File: src/rtl/nibble_acc_seq_pkg.sv
// Shared definitions for the nibble accumulator: FSM state encoding and
// default widths.
package nibble_acc_seq_pkg;

  typedef enum logic [1:0] {
    IDLE = 2'd0,
    RUN  = 2'd1,
    DONE = 2'd2
  } state_t;

  localparam int unsigned ACC_W_DEF = 12;
  localparam int unsigned LEN_W_DEF = 4;

endpackage : nibble_acc_seq_pkg

File: src/rtl/nibble_pair_add.sv
// Combinational adder: low nibble plus high nibble of a byte, 5-bit result.
module nibble_pair_add (
  input  logic [7:0] i_data,
  output logic [4:0] o_sum
);

  always_comb begin
    o_sum = {1'b0, i_data[3:0]} + {1'b0, i_data[7:4]};
  end

endmodule : nibble_pair_add

File: src/rtl/nibble_acc_seq.sv
// Length-counted job that accumulates the nibble-pair sums of a byte stream,
// with a sticky wrap flag and a one-cycle done pulse.
module nibble_acc_seq
  import nibble_acc_seq_pkg::*;
#(
  parameter int unsigned ACC_W = ACC_W_DEF,
  parameter int unsigned LEN_W = LEN_W_DEF
) (
  input  logic             clk,
  input  logic             rst,
  input  logic             start,
  input  logic [LEN_W-1:0] len,
  input  logic             in_valid,
  input  logic [7:0]       in_data,
  output logic             in_ready,
  output logic             busy,
  output logic             done,
  output logic [ACC_W-1:0] result,
  output logic             overflow
);

  state_t             r_state;
  state_t             w_state_nxt;
  logic [ACC_W-1:0]   r_result;
  logic               r_overflow;
  logic [LEN_W-1:0]   r_remaining;

  logic [4:0]         w_nib_sum;
  logic [ACC_W:0]     w_sum;
  logic               w_accept;
  logic               w_launch;

  nibble_pair_add u_nibble_pair_add (
    .i_data (in_data),
    .o_sum  (w_nib_sum)
  );

  // One extra bit on the sum exposes the wrap for the sticky flag.
  always_comb begin
    w_sum = {1'b0, r_result} + {{(ACC_W - 4){1'b0}}, w_nib_sum};
  end

  always_comb begin
    w_accept = in_valid && (r_state == RUN);
    w_launch = start && (r_state == IDLE);
  end

  always_ff @(posedge clk) begin
    if (rst) begin
      r_state <= IDLE;
    end else begin
      r_state <= w_state_nxt;
    end
  end

  always_comb begin
    w_state_nxt = r_state;
    unique case (r_state)
      IDLE: begin
        if (start) begin
          w_state_nxt = (len != '0) ? RUN : DONE;
        end
      end
      RUN: begin
        if (w_accept && (r_remaining == LEN_W'(1))) begin
          w_state_nxt = DONE;
        end
      end
      DONE:    w_state_nxt = IDLE;
      default: w_state_nxt = IDLE;
    endcase
  end

  always_comb begin
    in_ready = 1'b0;
    busy     = 1'b0;
    done     = 1'b0;
    unique case (r_state)
      IDLE: ;
      RUN: begin
        in_ready = 1'b1;
        busy     = 1'b1;
      end
      DONE: begin
        busy = 1'b1;
        done = 1'b1;
      end
      default: ;
    endcase
  end

  always_ff @(posedge clk) begin
    if (rst) begin
      r_result    <= '0;
      r_overflow  <= 1'b0;
      r_remaining <= '0;
    end else if (w_launch) begin
      r_result    <= '0;
      r_overflow  <= 1'b0;
      r_remaining <= len;
    end else if (w_accept) begin
      r_result    <= w_sum[ACC_W-1:0];
      r_overflow  <= r_overflow | w_sum[ACC_W];
      r_remaining <= r_remaining - LEN_W'(1);
    end
  end

  always_comb begin
    result   = r_result;
    overflow = r_overflow;
  end

endmodule : nibble_acc_seq

File: config.mk
export PLATFORM = sky130hd
export DESIGN_NAME = nibble_acc_seq
export DESIGN_NICKNAME = d
export VERILOG_FILES = /design/src/rtl/nibble_acc_seq_pkg.sv /design/src/rtl/nibble_pair_add.sv /design/src/rtl/nibble_acc_seq.sv
export SDC_FILE = /design/constraint.sdc
export NUM_CORES = 1
export LEC_CHECK = 0
export CORE_ASPECT_RATIO = 2
export CORE_MARGIN = 2
export CORE_UTILIZATION = 40
export CTS_CLUSTER_SIZE = 8
export DETAILED_ROUTE_END_ITERATION = 8
export PLACE_DENSITY_LB_ADDON = 0.08
export SLEW_MARGIN = 20
export SYNTH_ARGS = -nofsm -noshare
export SYNTH_HDL_FRONTEND = slang
export SYNTH_SLANG_ARGS = --single-unit
export TNS_END_PERCENT = 1
File: constraint.sdc
create_clock -name clk -period 3.68 [get_ports clk]
set_input_delay 0.736 -clock clk [delete_from_list [all_inputs] [get_ports clk]]
set_output_delay 0.736 -clock clk [all_outputs]
set_load 0.02 [all_outputs]
==> impl_metrics.tcl <==
set metrics [dict create \
    worstHoldEndpoint "result[2]" \
    critPathBufInv 1 \
    yosysSeqAreaShare_pct 33.52 \
    grtUsageTotal_pct 17.74 \
    reg2reg_to "result[5]" \
    syn-cell-area_um2 1135 \
    finalCriticalPeriod_ns 3.025 \
    gp_congestion 0.7180 \
    numPortBuffers 31 \
    reg2reg_from "result[1]" \
    antenna_found_initial 0 \
    synth.area.top_cells "dfxtp_1 34%, ha_1 9.9%, fa_1 8.8%" \
    slowest_delay_ns 0.48 \
    htree_levels 1 \
    grt-ovfl-total 0 \
    worstMarginPinSlew_ns 0.5834 \
    rsz0062_at_grt "false" \
    synth_compound_area_share_pct 22.71 \
    drt_iter0_drc 4 \
    via_per_inst 5.638 \
    cts_setup_buffers 0 \
    numCtsBuffers 3 \
    hold_depth 2 \
    die_w_um 41.67 \
    path_delay_family "adder cells" \
    r2r_cells 7 \
    yosysUniqueCellTypes 32 \
    cp_max_fo 8 \
    cap_viol_max_count 0 \
    dieArea_um2 3305 \
    wl_um 2665 \
    ant_nets 0 \
    muxShareOfSynthArea_pct 0 \
    worstSkewPairLatency_ns 0.25 \
    hold_violations 0 \
    endpoint_kind "flip-flop" \
    synth_edf_count 0 \
    grt_pass1_wl_um 4719 \
    syn_nets 158 \
    cp.arrival_ns 3.15 \
    finalSetupTns_ns 0 \
    nets 190 \
    drv_slew 0 \
    dp_hpwl_um 2117 \
    path_clk_slew_ns 0.07 \
    relSlewSlack_pct 61.02 \
    grt_max_degree 15 \
    synth_fa_ha_area_share_pct 18.74 \
    synthFlopType "dfxtp_1" \
    grt_pass1_vias 1091 \
    synth_most_common_cell "dfxtp_1" \
    io_pins 32 \
    cts.sinks 19 \
    finalClockSkew_ns 0.002900 \
    drive_gt1_share_pct 5.660 \
    vias 1060 \
    postCtsResizedCells 0 \
    path_cells "clkdlybuf4s50_1 -> fa_1 -> ha_1 -> fa_1 -> a21o_1 -> a21oi_1 -> or3_2 -> a21oi_1" \
    first_pass_iters 4 \
    tritoncts "done" \
    ff2ff_setup_slack_ns 1.26 \
    cp_slowest_cell "fa_1" \
    synthCells 128 \
    synth_top_area_share_pct 33.52 \
    yosys.area_share.simple_pct 17.42 \
    fmax_mhz 330.5 \
    ctsHoldBuffers 0 \
    synth_area_leader_cell "dfxtp_1" \
    crit_type "input port to flip-flop" \
    wire_per_inst_um 14.18 \
    worst_hold_startpoint "result[2]" \
    cp-start-kind "input port" \
    syn_avg_cell_area_um2 8.866 \
    drc 0 \
    start_util_pct 41.47 \
    finalSetupViolCount 0 \
    netlist_top_cells_count "19 x dfxtp_1, 12 x a21oi_1, 12 x nand2_1" \
    cts_root_buffer "clkbuf_8" \
    synthArstFlopShare_pct 0 \
    dp_slack_ns 0.3890 \
    powerDensity_nw_per_um2 348.7 \
    required_ns 3.80 \
    leakagePower_uw 0.0005680 \
    rows 27 \
    core-area_um2 2736 \
    synth_top_family_by_area "compound AO/OA/AOI/OAI gates" \
    antenna_cells 0 \
    syn2layout_area_growth_pct 32.97 \
    final_util_pct 55.14 \
    synth_seq_cells 19 \
    hp-class "flip-flop to flip-flop" \
    synth-xor-area-share_pct 3.087 \
    die_h_um 79.33 \
    setup_slack_ns 0.6545 \
    ctsLongestPathBuffers 2 \
    status "complete, no violations" \
    period_share_pct 82.21 \
    yosys_warnings 0 \
    irDropWorstVdd_v 0.0002957 \
]
## cell type report
cell class,count,area [µm²]
Multi-Input combinational cell,96,703.2
Inverter,9,33.78
Sequential cell,19,380.4
Timing Repair Buffer,31,310.3
Fill cell,268,1227
Tap cell,29,36.28
Clock buffer,4,45.04
## how the worst max path moves through the flow
stage,startpoint,to,slack [ns],cells after the start
after floorplan,in_data[1],result[5],1.04,7
after detailed placement,in_data[1],result[5],0.39,8
after global routing,in_data[1],result[9],0.45,8
final,in_data[1],result[5],0.65,8
after CTS,in_data[1],result[5],0.65,8
after global placement,in_data[1],result[5],0.45,8
## placed cells by master (no fill, tap or decap), drive strengths merged, types with 3 or more instances in the layout
cell type      synthesis  final
clkbuf                 2      4
dfxtp                 19     19
clkdlybuf4s50          0     31
or3                    3      3
a211oi                 8      8
inv                    9      9
xnor2                  3      3
nand2                 12     12
a21oi                 12     12
a21o                   3      3
o21ai                  5      5
fa                     5      5
ha                     9      9
nand3                  4      4
nor2                   9      9
## kinds of logic after synthesis
logic type / Yosys count
compound gates: 39
xor+xnor: 4
fa+ha+maj: 14
buf+inv: 13
flops: 19
simple gates: 39
## report_power, final
group | internal (µW) | switching (µW)
Sequential | 218 | 10.2
Clock | 76.9 | 67.8
Combinational | 70.0 | 83.5
Total | 365 | 162
## tightest hold or removal path, cell delays in order, from the launching register on
cell and delay (ns):
dfxtp_1 0.33, nand2_1 0.06, a21oi_1 0.05
## state kept, by name (all words and copies together) (netlist names)
signal,count
overflow,1
r_state,2
result,12
r_remaining,4
## routing by layer
| layer | vias to the layer above | GRT usage (%) | share of wire [%] |
|---|---|---|---|
| met5 | - | 0 | 0 |
| met4 | 0 | 5.806 | 1.3 |
| met3 | 4 | 2.500 | 3.8 |
| met2 | 27 | 34.38 | 57 |
| met1 | 502 | 18.78 | 38 |
| li1 | 527 | - | - |
## through the flow
| step | instance area (µm²) | power [µW] | hold WS [ns] | std cells |
|---|---|---|---|---|
| 4_1_cts | 1509 | 534.1 | 0.4894 | 188 |
| 3_5_place_dp | 1464 | 388.1 | 0.4740 | 184 |
| 2_1_floorplan | 1135 | 332.0 | 0.5060 | 128 |
| 3_3_place_gp | 1464 | 386.2 | 0.4601 | 184 |
| 6_report | 1509 | 526.2 | 0.4848 | 188 |
| 5_1_grt | 1509 | 559.5 | 0.5091 | 188 |
Power figures use the tool's default switching activity.
